<file path="src/rtl/dmem_access_unit.sv">
// dmem_access_unit: load/store front end for the 1 KiB byte-addressed data memory.
// The memory always writes a full 4-byte word at the given byte address, so
// byte/half stores are done as read-modify-write of the word at that address.
module dmem_access_unit #(
  parameter int ALLOW_MISALIGNED = 0,
  parameter int MEM_BYTES        = 1024
) (
  input  logic        clk,
  input  logic        reset,
  input  logic        req_valid,
  output logic        req_ready,
  input  logic        req_write,
  input  logic [1:0]  req_size,
  input  logic        req_signed,
  input  logic [9:0]  req_addr,
  input  logic [31:0] req_wdata,
  output logic        resp_valid,
  output logic [31:0] resp_rdata,
  output logic        resp_error,
  output logic        dmem_enable,
  output logic        dmem_read_write,
  output logic [9:0]  dmem_address,
  output logic [31:0] dmem_data_in,
  input  logic [31:0] dmem_data_out
);

  // state    | meaning
  // IDLE     | waiting for a request, req_ready high
  // ISSUE_RD | memory read strobe (loads and the read half of sub-word stores)
  // WAIT_RD  | read word present on dmem_data_out; extend it or merge store data
  // ISSUE_WR | memory write strobe
  // RESP     | one-cycle response pulse
  typedef enum logic [2:0] {
    S_IDLE     = 3'd0,
    S_ISSUE_RD = 3'd1,
    S_WAIT_RD  = 3'd2,
    S_ISSUE_WR = 3'd3,
    S_RESP     = 3'd4
  } state_t;

  localparam logic [1:0] SZ_BYTE = 2'b00;
  localparam logic [1:0] SZ_HALF = 2'b01;
  localparam logic [1:0] SZ_WORD = 2'b10;
  localparam logic [1:0] SZ_BAD  = 2'b11;

  state_t      r_state;
  logic        r_req_ready;
  logic        r_resp_valid;
  logic        r_resp_error;
  logic [31:0] r_resp_rdata;
  logic        r_dmem_enable;
  logic        r_dmem_read_write;
  logic [31:0] r_dmem_data_in;
  logic [9:0]  r_addr;
  logic [1:0]  r_size;
  logic        r_signed;
  logic        r_write;
  logic [31:0] r_wdata;

  logic [2:0]  w_nbytes;
  logic [31:0] w_last_byte;
  logic        w_misaligned;
  logic        w_req_error;
  logic [31:0] w_load_data;
  logic [31:0] w_merged;

  // classify the incoming request: byte count, alignment and range errors
  always_comb begin
    case (req_size)
      SZ_BYTE: w_nbytes = 3'd1;
      SZ_HALF: w_nbytes = 3'd2;
      default: w_nbytes = 3'd4;
    endcase
    w_last_byte  = 32'(req_addr) + 32'(w_nbytes) - 32'd1;
    w_misaligned = ((req_size == SZ_HALF) && req_addr[0]) ||
                   ((req_size == SZ_WORD) && (req_addr[1:0] != 2'b00));
    w_req_error  = (req_size == SZ_BAD) ||
                   ((ALLOW_MISALIGNED == 0) && w_misaligned) ||
                   (w_last_byte > 32'(MEM_BYTES - 1));
  end

  // extend load data and build the read-modify-write word from the read data
  always_comb begin
    case (r_size)
      SZ_BYTE: begin
        w_load_data = {{24{r_signed & dmem_data_out[7]}}, dmem_data_out[7:0]};
        w_merged    = {dmem_data_out[31:8], r_wdata[7:0]};
      end
      SZ_HALF: begin
        w_load_data = {{16{r_signed & dmem_data_out[15]}}, dmem_data_out[15:0]};
        w_merged    = {dmem_data_out[31:16], r_wdata[15:0]};
      end
      default: begin
        w_load_data = dmem_data_out;
        w_merged    = r_wdata;
      end
    endcase
  end

  // sequencing FSM; every output is a register updated on the transition into its state
  always_ff @(posedge clk) begin
    if (reset) begin
      r_state           <= S_IDLE;
      r_req_ready       <= 1'b1;
      r_resp_valid      <= 1'b0;
      r_resp_error      <= 1'b0;
      r_resp_rdata      <= 32'd0;
      r_dmem_enable     <= 1'b0;
      r_dmem_read_write <= 1'b0;
      r_dmem_data_in    <= 32'd0;
      r_addr            <= 10'd0;
      r_size            <= 2'b00;
      r_signed          <= 1'b0;
      r_write           <= 1'b0;
      r_wdata           <= 32'd0;
    end else begin
      case (r_state)
        S_IDLE: begin
          if (req_valid && r_req_ready) begin
            r_req_ready  <= 1'b0;
            r_addr       <= req_addr;
            r_size       <= req_size;
            r_signed     <= req_signed;
            r_write      <= req_write;
            r_wdata      <= req_wdata;
            r_resp_rdata <= 32'd0;
            r_resp_error <= w_req_error;
            if (w_req_error) begin
              r_resp_valid <= 1'b1;
              r_state      <= S_RESP;
            end else if (req_write && (req_size == SZ_WORD)) begin
              r_dmem_enable     <= 1'b1;
              r_dmem_read_write <= 1'b1;
              r_dmem_data_in    <= req_wdata;
              r_state           <= S_ISSUE_WR;
            end else begin
              r_dmem_enable     <= 1'b1;
              r_dmem_read_write <= 1'b0;
              r_dmem_data_in    <= 32'd0;
              r_state           <= S_ISSUE_RD;
            end
          end
        end
        S_ISSUE_RD: begin
          r_dmem_enable <= 1'b0;
          r_state       <= S_WAIT_RD;
        end
        S_WAIT_RD: begin
          if (r_write) begin
            r_dmem_enable     <= 1'b1;
            r_dmem_read_write <= 1'b1;
            r_dmem_data_in    <= w_merged;
            r_state           <= S_ISSUE_WR;
          end else begin
            r_resp_rdata <= w_load_data;
            r_resp_valid <= 1'b1;
            r_state      <= S_RESP;
          end
        end
        S_ISSUE_WR: begin
          r_dmem_enable     <= 1'b0;
          r_dmem_read_write <= 1'b0;
          r_dmem_data_in    <= 32'd0;
          r_resp_valid      <= 1'b1;
          r_state           <= S_RESP;
        end
        S_RESP: begin
          r_resp_valid <= 1'b0;
          r_req_ready  <= 1'b1;
          r_state      <= S_IDLE;
        end
        default: begin
          r_dmem_enable     <= 1'b0;
          r_dmem_read_write <= 1'b0;
          r_dmem_data_in    <= 32'd0;
          r_resp_valid      <= 1'b0;
          r_req_ready       <= 1'b1;
          r_state           <= S_IDLE;
        end
      endcase
    end
  end

  assign req_ready       = r_req_ready;
  assign resp_valid      = r_resp_valid;
  assign resp_error      = r_resp_error;
  assign resp_rdata      = r_resp_rdata;
  assign dmem_enable     = r_dmem_enable;
  assign dmem_read_write = r_dmem_read_write;
  assign dmem_address    = r_addr;
  assign dmem_data_in    = r_dmem_data_in;

endmodule

</file>
<file path="config.mk">
export PLATFORM = sky130hd
export DESIGN_NAME = dmem_access_unit
export DESIGN_NICKNAME = d
export VERILOG_FILES = /design/src/rtl/dmem_access_unit.sv
export SDC_FILE = /design/constraint.sdc
export NUM_CORES = 1
export LEC_CHECK = 0
export CELL_PAD_IN_SITES_DETAIL_PLACEMENT = 1
export CELL_PAD_IN_SITES_GLOBAL_PLACEMENT = 1
export CORE_ASPECT_RATIO = 0.75
export CORE_MARGIN = 2
export CORE_UTILIZATION = 45
export DETAILED_ROUTE_END_ITERATION = 6
export DONT_BUFFER_PORTS = 1
export PLACE_DENSITY = 0.86
export SKIP_CTS_REPAIR_TIMING = 1
export SYNTH_ARGS = -nofsm -noshare
export SYNTH_HDL_FRONTEND = slang
export SYNTH_SLANG_ARGS = --single-unit
</file>
<file path="constraint.sdc">
create_clock -name clk -period 4 [get_ports clk]
set_clock_uncertainty 0.1 [all_clocks]
set_input_delay 0.8 -clock clk [delete_from_list [all_inputs] [get_ports clk]]
set_output_delay 0.8 -clock clk [all_outputs]
set_load 0.03 [all_outputs]
</file>
==> results of run 1 <==
-- per-stage QoR --
| step | cells | hold WS (ns) | area (um^2) | utilization |
|---|---|---|---|---|
| after detailed placement | 747 | 0.346 | 5230 | 0.473 |
| after global placement | 747 | 0.335 | 5230 | 0.473 |
| after global routing | 779 | 0.336 | 5840 | 0.528 |
| after floorplan | 645 | 0.336 | 5170 | - |
| after CTS | 779 | 0.345 | 5840 | 0.528 |
| final | 779 | 0.352 | 5840 | 0.528 |
-- metal layers --
metal	wire, um	GRT usage	vias up
met5	0	0	-
met4	335	0.107	0
met3	1400	0.107	22
met2	7840	0.442	147
met1	6560	0.304	2268
li1	-	-	2177
-- cell type report --
cell class / count / area share
clock buffer: 19 / 0.0775
clock inverter: 13 / 0.0266
inverter: 20 / 0.0129
multi-input combinational: 460 / 0.437
sequential: 118 / 0.404
tap: 140 / 0.0300
timing repair buffer: 9 / 0.0116
-- power groups by stage --
stage / Combinational (mW) / Sequential [mW] / Clock [mW]
after floorplan: 0.224 / 1.29 / 0
after global placement: 0.257 / 1.30 / 0
after detailed placement: 0.272 / 1.31 / 0
after CTS: 0.275 / 1.28 / 1.58
after global routing: 0.308 / 1.29 / 1.65
final: 0.273 / 1.28 / 1.56
-- worst min-delay path: stages, from the launching register on --
cell and delay, ns:
dfxtp_1 0.31, nand2_1 0.05, a21oi_1 0.05
-- cell usage after synthesis, types with 2 or more instances --
cell	n
nand2_1	133
dfxtp_1	118
a21oi_1	102
nor2_1	54
clkbuf_1	35
o21ai_0	21
inv_1	19
nor2b_1	18
a22o_1	17
nor3_1	17
a22oi_1	16
mux2i_1	16
o2bb2ai_1	16
ha_1	11
nand3_1	8
buf_1	6
buf_2	3
buf_6	3
nand3b_1	3
a21o_1	2
and3_1	2
nand2b_1	2
nor4_1	2
or2_2	2
-- cell families after synthesis --
group,count (synthesis),share of synthesized area
flops,118,0.457
buf+inv,67,0.0538
simple gates,245,0.203
fa+ha+maj,11,0.0266
mux,17,0.0332
compound gates,187,0.226
-- registers in the layout (all words and copies together), names as in the netlist --
name             cells
dmem_read_write      1
r_write              1
r_wdata             32
resp_rdata          32
r_size               2
r_signed             1
dmem_enable          1
resp_valid           1
dmem_data_in        32
resp_error           1
r_state              3
dmem_address        10
req_ready            1
-- worst min-delay path by stage --
stage	startpoint	to	slack [ns]	cells past startpoint
2_1_floorplan	r_wdata[16]	r_wdata[16]	0.34	2
3_3_place_gp	r_wdata[24]	r_wdata[24]	0.34	2
3_5_place_dp	r_wdata[18]	r_wdata[18]	0.35	2
4_1_cts	reset	dmem_address[8]	0.34	1
5_1_grt	reset	dmem_address[2]	0.34	1
6_report	r_wdata[3]	r_wdata[3]	0.35	2
==> flow_metrics.env, run 1 <==
export IMPL_status="complete, no violations"
export IMPL_grt_pass1_vias=5022
export IMPL_rows=33
export IMPL_period_minus_slack_ns=3.34
export IMPL_multi_input_area_um2=2550
export IMPL_worst_path_largest_cell_delay_ns=0.49
export IMPL_drc=0
export IMPL_startpoint="req_size[1]"
export IMPL_crit_type="input pin to flip-flop"
export IMPL_layout_commonest_cell="nand2_1"
export IMPL_fin_setup_tns_ns=0
export IMPL_avgSynthCellArea_um2=8.01
export IMPL_clk_latency_ns=0.41
export IMPL_ys_seq_elements=118
export IMPL_rsz0062_at_grt="no"
export IMPL_cts_inserted_buffers=17
export IMPL_clkPwrFrac=0.501
export IMPL_place_port_buffers=0
export IMPL_required_ns=4.20
export IMPL_power_density_nw_per_um2=533
export IMPL_slew_violations=0
export IMPL_io_pin_count=160
export IMPL_synth_cells=645
export IMPL_grt_usage=0.266
export IMPL_layout_common_cells="nand2_1, dfxtp_1, a21oi_1"
export IMPL_worst_slack_ns=0.661
export IMPL_finalSetupViolCount=0
export IMPL_tightest_slew_ns=1.01
export IMPL_vias=4614
export IMPL_reg2reg_from="r_state[1]"
export IMPL_seqPwrFrac=0.412
export IMPL_synth_edf_count=0
export IMPL_core_area_um2=11100
export IMPL_max_freq_ghz=0.299
export IMPL_gp_congestion=0.849
export IMPL_total_power_mw=3.11
export IMPL_yosysWarningCount=0
export IMPL_critical_path_endpoint_type="flip-flop"
export IMPL_die_h_um=96.8
export IMPL_synth_cell_types=43
export IMPL_num_antenna_cells=0
export IMPL_dp_slack_ns=0.236
export IMPL_synth_area_um2=5170
export IMPL_startpoint_type="input pin"
export IMPL_rr_worst_depth=6
export IMPL_holdCritPathClass="flip-flop to flip-flop"
export IMPL_nets=718
export IMPL_fillCellCount=1321
export IMPL_drt_iter0_drc=225
export IMPL_viasPerCell=5.92
export IMPL_synth_sequential_area_ratio=0.457
export IMPL_initial_core_util=0.467
export IMPL_grt_pass1_wl_mm=26.2
export IMPL_yosys_most_used_dff="dfxtp_1"
export IMPL_critPathTopFamily="compound AO/OA/AOI/OAI gates"
export IMPL_path_cells="inv_1, ha_1, inv_1, ha_1, nor2b_1, nor2_1, o311a_1, o21ai_1, a21oi_2, o21ai_4, inv_2, a22o_1"
export IMPL_routed_wl_mm=16.1
export IMPL_relSlewSlack=0.327
export IMPL_seq_area_um2=2360
export IMPL_path_buf_inv=3
export IMPL_endpoint="dmem_data_in[21]"
export IMPL_wl_per_cell_um=20.7
export IMPL_synth_top_area_cell="dfxtp_1"
export IMPL_r2r_setup_slack_ns=1.03
export IMPL_dr_pass1_iters=4
export IMPL_synth_top_area_frac=0.457
export IMPL_swShare=0.255
export IMPL_die_area_um2=12400
export IMPL_overflow=0
export IMPL_dp_hpwl_mm=11.1
export IMPL_area_growth_pct=13.1
export IMPL_synthArstFlopShare=0
export IMPL_layout_drive_gt1_share=0.0861
export IMPL_cp_depth=12
export IMPL_ant_nets=0
export IMPL_crit_arrival_ns=3.54
export IMPL_maxCapViolCount=0
export IMPL_clkTransAtPathRegs_ns=0.06
export IMPL_synthesis_nets=737
export IMPL_cts_tree="yes"
export IMPL_worstPathMaxFanout=18
export IMPL_p_leak_nw=2.15
export IMPL_cts_max_path_buffers=2
export IMPL_grt_start_max_net_pins=86
export IMPL_internal_power_mw=2.32
export IMPL_die_width_um=128
export IMPL_antenna_found_initial=0
export IMPL_r2r_end="dmem_data_in[21]"
export IMPL_ir_worst_vdd_v=0.000329
export IMPL_finalHoldViolCount=0
export IMPL_pwr_share_comb=0.088
export IMPL_critical_path_slowest_cell="o21ai_4"
export IMPL_synth_area_leaders="dfxtp_1, a21oi_1, nand2_1, nor2_1, mux2i_1"
export IMPL_switching_power_uw=794
export IMPL_cts_sinks=118
export IMPL_root_buffer="clkbuf_16"
export IMPL_h_tree_depth=4
export IMPL_fin_crit_sh=0.835
Power figures use the tool's default switching activity.
==> run 2, diff against run 1 <==
==> constraint.sdc (replaced) <==
create_clock -name clk -period 3.3 [get_ports clk]
set_clock_uncertainty 0.1 [all_clocks]
set_input_delay 0.66 -clock clk [delete_from_list [all_inputs] [get_ports clk]]
set_output_delay 0.66 -clock clk [all_outputs]
set_load 0.03 [all_outputs]
==> run 2 against run 1 <==
  * Wire length rose by 0.24%
  * Global-route usage fell by 0.24 points
  * Power rose by 27%
  * Combinational power rose by 25%
  * Die area did not move
  * Clock-buffer cell count rose by 5
  * Sequential share of layout area fell by 0.64 points
  * Flip-flop and latch count did not move
  * Via count rose by 3.1%
  * Sequential power rose by 21%
  * Design area rose by 1.6%
  * Critical endpoint is now dmem_data_in[2]
  * Non-clock buffer count rose by 3
==> flow_metrics.env, run 2 (synthesis gave the netlist of run 1 again) <==
export IMPL_status="complete, no violations"
export IMPL_vias=4755
export IMPL_routed_wl_mm=16.2
export IMPL_layout_drive_gt1_share=0.0857
export IMPL_whs_ns=0.214
export IMPL_worst_slack_ns=0.269
export IMPL_core_area_um2=11100
export IMPL_worstPathMaxFanout=18
export IMPL_area_growth_pct=14.9
export IMPL_clkTransAtPathRegs_ns=0.05
export IMPL_initial_core_util=0.467
export IMPL_cts_max_path_buffers=2
export IMPL_finalHoldViolCount=0
export IMPL_grt_pass1_wl_mm=25.6
export IMPL_root_buffer="clkbuf_16"
export IMPL_fillCellCount=1326
export IMPL_tightest_slew_ns=1.01
export IMPL_ir_worst_vdd_v=0.000373
export IMPL_cts_inserted_buffers=17
export IMPL_die_width_um=128
export IMPL_dp_hpwl_mm=11.0
export IMPL_startpoint_type="input pin"
export IMPL_rr_worst_depth=7
export IMPL_p_leak_nw=2.20
export IMPL_dp_slack_ns=-0.513
export IMPL_holdCritPathClass="input pin to flip-flop"
export IMPL_rows=33
export IMPL_gp_congestion=0.813
export IMPL_clk_latency_ns=0.42
export IMPL_period_minus_slack_ns=3.03
export IMPL_required_ns=3.54
export IMPL_hold_depth=1
export IMPL_maxCapViolCount=0
export IMPL_h_tree_depth=4
export IMPL_rsz0062_at_grt="no"
export IMPL_die_h_um=96.8
export IMPL_slew_violations=0
export IMPL_cts_tree="yes"
export IMPL_cts_sinks=118
export IMPL_grt_usage=0.263
export IMPL_finalSetupViolCount=0
export IMPL_io_pin_count=160
export IMPL_viasPerCell=6.08
export IMPL_grt_start_max_net_pins=86
export IMPL_crit_arrival_ns=3.27
export IMPL_place_port_buffers=0
export IMPL_fin_crit_sh=0.918
export IMPL_ant_nets=0
export IMPL_overflow=0
export IMPL_nets=721
export IMPL_postLayoutCoreUtil=0.536
export IMPL_drc=0
export IMPL_layout_common_cells="nand2_1, dfxtp_1, a21oi_1"
export IMPL_critical_path_endpoint_type="flip-flop"
export IMPL_wl_per_cell_um=20.7
export IMPL_dr_pass1_iters=4
export IMPL_max_freq_ghz=0.330
export IMPL_num_antenna_cells=0
export IMPL_crit_type="input pin to flip-flop"
export IMPL_antenna_found_initial=0
export IMPL_power_density_nw_per_um2=667
export IMPL_drt_iter0_drc=260
export IMPL_die_area_um2=12400
export IMPL_grt_pass1_vias=4881
export IMPL_relSlewSlack=0.328
export IMPL_fin_setup_tns_ns=0
export IMPL_layout_commonest_cell="nand2_1"
==> run 2: changes by cell type in the layout (fill, tap and decap cells not counted) <==
cell,change
clkinv_4,-2
buf_4,+2
clkbuf_8,+2
bufinv_16,+2
clkinvlp_4,-2
clkbuf_1,+3
clkinv_2,-3
buf_16,+1
==> run 2: final cells by class <==
class / instances / area, um^2 / area share
Inverter: 20 / 75.1 / 0.0126
Clock inverter: 8 / 168 / 0.0282
Multi-Input combinational cell: 460 / 2550 / 0.430
Tap cell: 140 / 175 / 0.0295
Timing Repair Buffer: 12 / 110 / 0.0185
Sequential cell: 118 / 2360 / 0.398
Clock buffer: 24 / 492 / 0.0828
==> run 2: metrics by stage <==
| stage | area, um^2 | total power [mW] | std cells |
|---|---|---|---|
| 3_3_place_gp | 5250 | 1.89 | 749 |
| 2_1_floorplan | 5170 | 1.84 | 645 |
| 5_1_grt | 5940 | 4.11 | 782 |
| 4_1_cts | 5910 | 3.98 | 781 |
| 3_5_place_dp | 5250 | 1.91 | 749 |
| 6_report | 5940 | 3.96 | 782 |
==> run 2: final timing paths <==
| check | start | end | slack [ns] |
|---|---|---|---|
| setup / recovery | req_size[1] | dmem_data_in[2] | 0.27 |
| hold / removal | reset | dmem_address[7] | 0.21 |
| setup reg to reg | r_state[1] | dmem_data_in[21] | 0.51 |
| hold reg to reg | r_wdata[30] | r_wdata[30] | 0.35 |
==> run 2: critical path: stages <==
cell and delay, ns:
inv_1 0.05, ha_1 0.28, inv_1 0.04, ha_1 0.26, nor2b_1 0.18, nor2_1 0.06, o311a_1 0.36, o21ai_1 0.26
a211oi_4 0.12, nor3_4 0.61, buf_16 0.23, o2bb2ai_1 0.13
==> run 2: routing by layer <==
metal	global-route usage	vias up	wire length (um)
li1	-	2188	-
met1	0.298	2334	6230
met2	0.441	188	7910
met3	0.0924	45	1540
met4	0.130	0	488
met5	0	-	0
==> run 2: power by group <==
part	leakage [nW]	switching, mW	total, mW	internal (mW)
Sequential	0.958	0.0748	1.55	1.48
Combinational	0.922	0.223	0.340	0.117
Clock	0.320	0.648	2.07	1.42
